--- src/rtl/proc_control.sv ---
// -----------------------------------------------------------------------------
// proc_control
//   Control FSM for the 16-bit bus processor, sitting directly upstream of the
//   bus mux. It latches a 9-bit instruction from DIN in T0 and sequences the
//   timesteps T0..T3. Every control output is decoded combinationally from
//   {step, IR}.
//
//   Instruction format: IR[8:6] = opcode, IR[5:3] = X, IR[2:0] = Y
//     000 mv  Rx,Ry   001 mvi Rx,#D   010 add Rx,Ry   011 sub Rx,Ry
//
//   Build option: define PROC_ILLEGAL_TRAP_EN to trap opcodes 1xx. A trapped
//   opcode sets the sticky Illegal flag and parks the FSM in T1 until reset.
//   When the macro is not defined, opcodes 1xx retire as NOPs and Illegal is
//   tied to 0.
//
// Ports
//   Clock    in   1       system clock, rising edge
//   Resetn   in   1       asynchronous, active-low reset
//   Run      in   1       start fetch; sampled only in T0
//   DIN      in   DATA_W  instruction / immediate input
//   BusSel   out  10      one-hot mux select: [0]=DIN, [1]=G, [9-k]=Rk
//   RegIn    out  8       load enable for R0..R7 (bit k = Rk)
//   AIn      out  1       load A from bus
//   GIn      out  1       load G from ALU
//   AddSub   out  1       ALU op: 0 = A+bus, 1 = A-bus
//   Done     out  1       instruction retires this cycle
//   IR       out  9       current instruction register (debug)
//   Illegal  out  1       sticky undefined-opcode flag
// -----------------------------------------------------------------------------
module proc_control #(
  parameter int DATA_W = 16
) (
  input  logic              Clock,
  input  logic              Resetn,
  input  logic              Run,
  input  logic [DATA_W-1:0] DIN,
  output logic [9:0]        BusSel,
  output logic [7:0]        RegIn,
  output logic              AIn,
  output logic              GIn,
  output logic              AddSub,
  output logic              Done,
  output logic [8:0]        IR,
  output logic              Illegal
);

  typedef enum logic [1:0] {T0 = 2'd0, T1 = 2'd1, T2 = 2'd2, T3 = 2'd3} step_e;

  localparam logic [2:0] OP_MV  = 3'b000;
  localparam logic [2:0] OP_MVI = 3'b001;
  localparam logic [2:0] OP_ADD = 3'b010;
  localparam logic [2:0] OP_SUB = 3'b011;

  localparam logic [9:0] SEL_DIN = 10'b00_0000_0001;
  localparam logic [9:0] SEL_G   = 10'b00_0000_0010;

  // The mux orders the registers in reverse: Rk sits at bit 9-k.
  function automatic logic [9:0] reg_sel(input logic [2:0] k);
    return 10'b1 << (4'd9 - {1'b0, k});
  endfunction

  function automatic logic [7:0] reg_en(input logic [2:0] k);
    return 8'b1 << k;
  endfunction

  step_e      step_q, step_d;
  logic [8:0] ir_q, ir_d;
  logic [2:0] opcode, rx, ry;

  assign opcode = ir_q[8:6];
  assign rx     = ir_q[5:3];
  assign ry     = ir_q[2:0];

`ifdef PROC_ILLEGAL_TRAP_EN
  logic illegal_q, illegal_d;
  assign Illegal = illegal_q;
`else
  assign Illegal = 1'b0;
`endif

  generate
    if (DATA_W > 9) begin : g_din_hi
      // DIN carries immediates that are wider than IR. Those upper bits go to
      // the bus mux only.
      logic unused_din_hi;
      assign unused_din_hi = ^DIN[DATA_W-1:9];
    end
  endgenerate

  always_comb begin
    // NOTE: every output and next-state value gets a default first. A path
    // that leaves any of them unassigned would infer a latch.
    step_d = step_q;
    ir_d   = ir_q;
    BusSel = '0;
    RegIn  = '0;
    AIn    = 1'b0;
    GIn    = 1'b0;
    AddSub = 1'b0;
    Done   = 1'b0;
`ifdef PROC_ILLEGAL_TRAP_EN
    illegal_d = illegal_q;
`endif

    unique case (step_q)
      T0: begin
        if (Run) begin
          ir_d   = DIN[8:0];
          step_d = T1;
        end
      end
      T1: begin
        case (opcode)
          OP_MV: begin
            BusSel = reg_sel(ry);
            RegIn  = reg_en(rx);
            Done   = 1'b1;
            step_d = T0;
          end
          OP_MVI: begin
            BusSel = SEL_DIN;
            RegIn  = reg_en(rx);
            Done   = 1'b1;
            step_d = T0;
          end
          OP_ADD, OP_SUB: begin
            BusSel = reg_sel(rx);
            AIn    = 1'b1;
            step_d = T2;
          end
          default: begin
`ifdef PROC_ILLEGAL_TRAP_EN
            // Park here with every enable low. Only reset leaves this state.
            illegal_d = 1'b1;
            step_d    = T1;
`else
            Done   = 1'b1;
            step_d = T0;
`endif
          end
        endcase
      end
      T2: begin
        BusSel = reg_sel(ry);
        GIn    = 1'b1;
        AddSub = (opcode == OP_SUB);
        step_d = T3;
      end
      T3: begin
        BusSel = SEL_G;
        RegIn  = reg_en(rx);
        Done   = 1'b1;
        step_d = T0;
      end
      default: step_d = T0;
    endcase
  end

  // NOTE: sequential state uses non-blocking assignments only. Every flop then
  // updates from the same pre-edge values.
  always_ff @(posedge Clock or negedge Resetn) begin
    if (!Resetn) begin
      step_q    <= T0;
      ir_q      <= '0;
`ifdef PROC_ILLEGAL_TRAP_EN
      illegal_q <= 1'b0;
`endif
    end else begin
      step_q    <= step_d;
      ir_q      <= ir_d;
`ifdef PROC_ILLEGAL_TRAP_EN
      illegal_q <= illegal_d;
`endif
    end
  end

  assign IR = ir_q;

endmodule

--- config.mk ---
export PLATFORM = sky130hd
export DESIGN_NAME = proc_control
export DESIGN_NICKNAME = d
export VERILOG_FILES = /design/src/rtl/proc_control.sv
export SDC_FILE = /design/constraint.sdc
export NUM_CORES = 1
export LEC_CHECK = 0
export CAP_MARGIN = 30
export CELL_PAD_IN_SITES_DETAIL_PLACEMENT = 1
export CELL_PAD_IN_SITES_GLOBAL_PLACEMENT = 1
export CORE_MARGIN = 2
export CORE_UTILIZATION = 28
export CTS_BUF_LIST = sky130_fd_sc_hd__clkbuf_4
export DETAILED_ROUTE_END_ITERATION = 12
export PLACE_DENSITY_LB_ADDON = 0.2
export SETUP_SLACK_MARGIN = 0.05
export SLEW_MARGIN = 5
export SYNTH_ARGS = -nofsm -noshare
export SYNTH_HDL_FRONTEND = slang
export SYNTH_SLANG_ARGS = --single-unit
export TNS_END_PERCENT = 50
--- constraint.sdc ---
create_clock -name Clock -period 4.6 [get_ports Clock]
set_clock_uncertainty 0.15 [all_clocks]
set_input_delay 0.92 -clock Clock [delete_from_list [all_inputs] [get_ports Clock]]
set_output_delay 0.92 -clock Clock [all_outputs]
set_load 0.05 [all_outputs]
# Word-level counts from Yosys, hierarchy flattened
# Index checks and enable logic that the tools add are counted.
[op_classes]
addsub = 2
n_eq_ne = 7
shifts = 3
mux = 13
reduce_logical = 5
[ops]
columns = ["op", "n"]
rows = [
  ["case mux 10 bit (3 select lines)", 2],
  ["left shift 1 x 4 -> 10 bit (first input constant)", 2],
  ["case mux 8 bit (2 select lines)", 1],
  ["two-way mux 8 bit", 1],
  ["case mux 2 bit (4 select lines)", 1],
  ["left shift 1 x 3 -> 8 bit (first input constant)", 1],
  ["subtractor 4 x 3 -> 4 bit (first input constant)", 2],
  ["equality test 3 x 2 -> 1 bit (second input constant)", 2],
  ["two-way mux 1 bit", 5],
  ["equality test 2 bit (second input constant)", 2],
  ["two-way mux 2 bit", 2],
  ["OR reduction 2 bit", 2],
  ["equality test 3 x 1 -> 1 bit (second input constant)", 1],
  ["logical NOT 3 bit", 1],
  ["equality test 2 x 1 -> 1 bit (second input constant)", 1],
  ["logical NOT 2 bit", 1],
  ["!= test 2 bit (second input constant)", 1],
  ["case mux 1 bit (2 select lines)", 1],
  ["AND reduction 2 bit", 1],
]
[word_totals]
reg_bits = 11
output_inout_bits = 32
word_cells = 32

# Longest topological paths before layout
[logic_depth]
word_depth = 4
depth_mapped = 5

# Worst setup path before layout
# No wires, ideal clock.
[synth_path]
kind = "reg-to-output"
start = "register ir_q[4], in the netlist IR[4]"
end = "output port BusSel[1]"
t_arrival_ns = 2.611
required_time_ns = 3.530
path_slack_ns = 0.919
path_stages_with_launch = 6
path_cell_list = "dfrtp_1 inv_1 ha_1 nor3_1 a32oi_1 o21ai_0"
[synth_between]
elab_chain_cells = 4
[synth_rtl]
columns = ["item", "line", "rtl"]
rows = [
  ["start, declared", "67", "logic [8:0] ir_q, ir_d;"],
  ["start signal, assigned", "170", "ir_q <= ir_d;"],
  ["subtractor 4 x 3 -> 4 bit", "59", "return 10'b1 << (4'd9 - {1'b0, k});"],
  ["left shift 1 x 4 -> 10 bit", "59", ""],
  ["case mux 10 bit (3 select lines)", "113", "case (opcode)"],
  ["case mux 10 bit (3 select lines)", "105", "unique case (step_q)"],
  ["end, declared", "37", "output logic [9:0] BusSel,"],
]
# No other way between the ends.

# Worst setup path in the final report
[layout_path]
start = "register ir_q[1], in the netlist IR[1]"
end = "output port BusSel[1]"
[layout_between]
elab_chain_cells = 4
[layout_rtl]
columns = ["item", "line"]
rows = [
  ["subtractor 4 x 3 -> 4 bit (*)", "59"],
  ["left shift 1 x 4 -> 10 bit (*)", "59"],
  ["case mux 10 bit (3 select lines)", "113"],
  ["case mux 10 bit (3 select lines) (*)", "105"],
]
# Every way passes the cells marked *; elsewhere a longest branch is shown, timed or not.

==> flow_summary.ini <==
[synth]
synth-seq-cells = 11
syn_area_per_cell_um2 = 8.64
netlist_area_um2 = 803
synth_cell_types = 36
yosys_warnings = 0
ys_seq_area_frac = 0.343
synthCells = 93
synthesis.nets = 114

[clock_network]
ctsRootBufferMaster = clkbuf_4
cts_resized = 0
clkTransAtPathRegs_ns = 0.06
htreeDepth = 1
cts_buffers = 3
holdBufCountCts = 0
cts_tree = yes
cts.path.max_buffers = 2
clk_latency_ns = 0.26
post_cts_buffers = 0
cts_sinks = 11

[timing]
setup-violations-final = 0
holdWs_ns = 0.431
period_needed_ns = 3.82
tightestPinTransition_ns = 0.731
maxSlewHeadroom = 0.510
setup_tns_ns = 0
finalCritPeriodShare = 0.831
rsz0062_at_grt = no
final-hold-violation-count = 0
fmax_ghz = 0.262
drv_slew = 0

[finish]
final_cell_mix = 42 x clkdlybuf4s50_1, 14 x nor2_1, 11 x dfrtp_1, 8 x nand2_1
final_layout_size_suffix_gt1_frac = 0.0949
areaGrowthSynthToFinish_pct = 58.6
utilization = 0.466
num_antenna_cells = 0
layout_commonest_cell = clkdlybuf4s50_1
fin_nets = 159

[critical_path]
path_class = register to output pin
cp_max_fo = 8
cp-start-kind = register
startpoint = IR[1]$_DFFE_PN0P_
ff2ff_setup_slack_ns = 2.79
worstSetupEndpoint = BusSel[1]
cp.required_ns = 3.53
cp.arrival_ns = 2.75
cp-end-kind = output pin
rr_worst_depth = 2
r2r_end = IR[3]$_DFFE_PN0P_

[detailed_routing]
first_pass_iters = 4
dr.max_layer_used = met4
viasPerCell = 5.27
drt_iter0_markers = 19
drc_errors = 0
met3_length_um = 145
wl_um = 2510
m1WireLength_um = 1040
detail_route.wl_per_cell_um = 15.0
vias = 886
ant_nets = 0
wl_met2_um = 1280

[global_routing]
grt_pass1_vias = 932
grt-ovfl-total = 0
grt_max_degree = 14
grtUsageTotal = 0.166
antenna_found_initial = 0
grt_pass1_wl_um = 4370

[die]
dieHeight_um = 57.6
design.portCount = 51
die-width_um = 57.6
dieArea_um2 = 3310
core-area_um2 = 2730
fp-row-count = 19
start_util = 0.294

[min_path]
worstHoldPathType = register to register

[run_status]
status = complete, no violations

[place]
post-dp-hpwl_um = 2080
port_buffers = 42
gp_congestion = 0.784

[run]
cap_violations = 0

[pwr]
leakage_nw = 0.471
powerDensity_nw_per_um2 = 822
peakVddDrop_mv = 0.391
-- registers in the layout, summed over array words and instances (netlist names), named ones only --
register	flops
IR	9
step_q	1
-- kinds of logic (layout without fill, tap and decap cells) --
| family | count (synthesis) | after routing | synth area share |
|---|---|---|---|
| AO/OA/AOI/OAI | 22 | 22 | 0.199 |
| adder cells (fa/ha/maj) | 2 | 2 | 0.0311 |
| buffers and inverters | 8 | 52 | 0.0514 |
| flip-flops | 11 | 11 | 0.343 |
| multiplexers | 5 | 5 | 0.0701 |
| other | 1 | 1 | 0.00467 |
| AND/OR/NAND/NOR | 44 | 44 | 0.301 |
-- power by group --
part / switching [W] / internal [W] / leakage (nW) / total (W)
combinational: 0.000487 / 0.000258 / 0.319 / 0.000746
sequential: 0.0000873 / 0.000144 / 0.133 / 0.000232
clock: 0.0000301 / 0.0000394 / 0.0184 / 0.0000695
total: 0.000605 / 0.000442 / 0.471 / 0.00105
-- metrics by stage --
step / total power (W) / worst slack [ns] / instance area, um2 / std cells
floorplan: 0.000741 / 0.919 / 803 / 93
global placement: 0.000958 / 1.16 / 1240 / 164
detailed placement: 0.000985 / 1.05 / 1240 / 164
CTS: 0.00106 / 0.757 / 1270 / 168
global route: 0.00113 / 0.626 / 1270 / 168
finish: 0.00105 / 0.779 / 1270 / 168
-- worst max-delay path, stage by stage (launching register included) --
cell and delay, ns:
dfrtp_1 0.48, inv_1 0.12, ha_1 0.37, nor4_1 0.40, a32oi_1 0.11, o21ai_0 0.19, clkdlybuf4s50_1 0.82
-- synthesized netlist by cell type --
| cell | instances | share of area |
|---|---|---|
| nor2_1 | 14 | 0.065 |
| dfrtp_1 | 11 | 0.34 |
| nand2_1 | 8 | 0.037 |
| inv_1 | 6 | 0.028 |
| o21ai_0 | 6 | 0.037 |
| o32ai_1 | 6 | 0.065 |
| nand2b_1 | 4 | 0.031 |
| mux2_2 | 3 | 0.042 |
| o22ai_1 | 3 | 0.023 |
| and2b_4 | 2 | 0.025 |
| ha_1 | 2 | 0.031 |
| mux2_1 | 2 | 0.028 |
| o211ai_1 | 2 | 0.019 |
| or3_1 | 2 | 0.016 |
| a21boi_0 | 1 | 0.0093 |
| a21oi_1 | 1 | 0.0062 |
| a21oi_4 | 1 | 0.020 |
| a31oi_1 | 1 | 0.0078 |
| a32oi_1 | 1 | 0.011 |
| and2_1 | 1 | 0.0078 |
| and3_1 | 1 | 0.0078 |
| buf_4 | 1 | 0.0093 |
| buf_6 | 1 | 0.014 |
| conb_1 | 1 | 0.0047 |
| nand3_1 | 1 | 0.0062 |
| nand4_1 | 1 | 0.0078 |
| nand4b_1 | 1 | 0.011 |
| nor2b_1 | 1 | 0.0078 |
| nor3_1 | 1 | 0.0062 |
| nor3_2 | 1 | 0.012 |
| nor3b_2 | 1 | 0.016 |
| nor4_1 | 1 | 0.0078 |
| nor4b_1 | 1 | 0.011 |
| or2_1 | 1 | 0.0078 |
| or2_2 | 1 | 0.0078 |
| or2b_1 | 1 | 0.0093 |
-- per-layer routing --
layer,track usage,vias up
li1,-,423
met1,0.208,423
met2,0.294,34
met3,0.0136,6
met4,0.0631,0
met5,0,-
-- cell type report --
type	count	area, um2
well taps	31	38.8
flip-flops and latches	11	275
clock buffers	4	30.0
fillers	351	1460
inverters	6	22.5
repair buffers	42	420
multi-input cells	74	487
-- worst min-delay path by stage --
stage,startpoint,endpoint,slack (ns),cells past startpoint
6_report,IR[2]$_DFFE_PN0P_,IR[2]$_DFFE_PN0P_,0.43,2
5_1_grt,IR[2]$_DFFE_PN0P_,IR[2]$_DFFE_PN0P_,0.47,2
4_1_cts,IR[2]$_DFFE_PN0P_,IR[2]$_DFFE_PN0P_,0.44,2
3_5_place_dp,IR[2]$_DFFE_PN0P_,IR[2]$_DFFE_PN0P_,0.43,2
3_3_place_gp,IR[2]$_DFFE_PN0P_,IR[2]$_DFFE_PN0P_,0.41,2
2_1_floorplan,step_q[0]$_DFFE_PN0P_,step_q[0]$_DFFE_PN0P_,0.38,1
(Power assumes the default switching activity.)
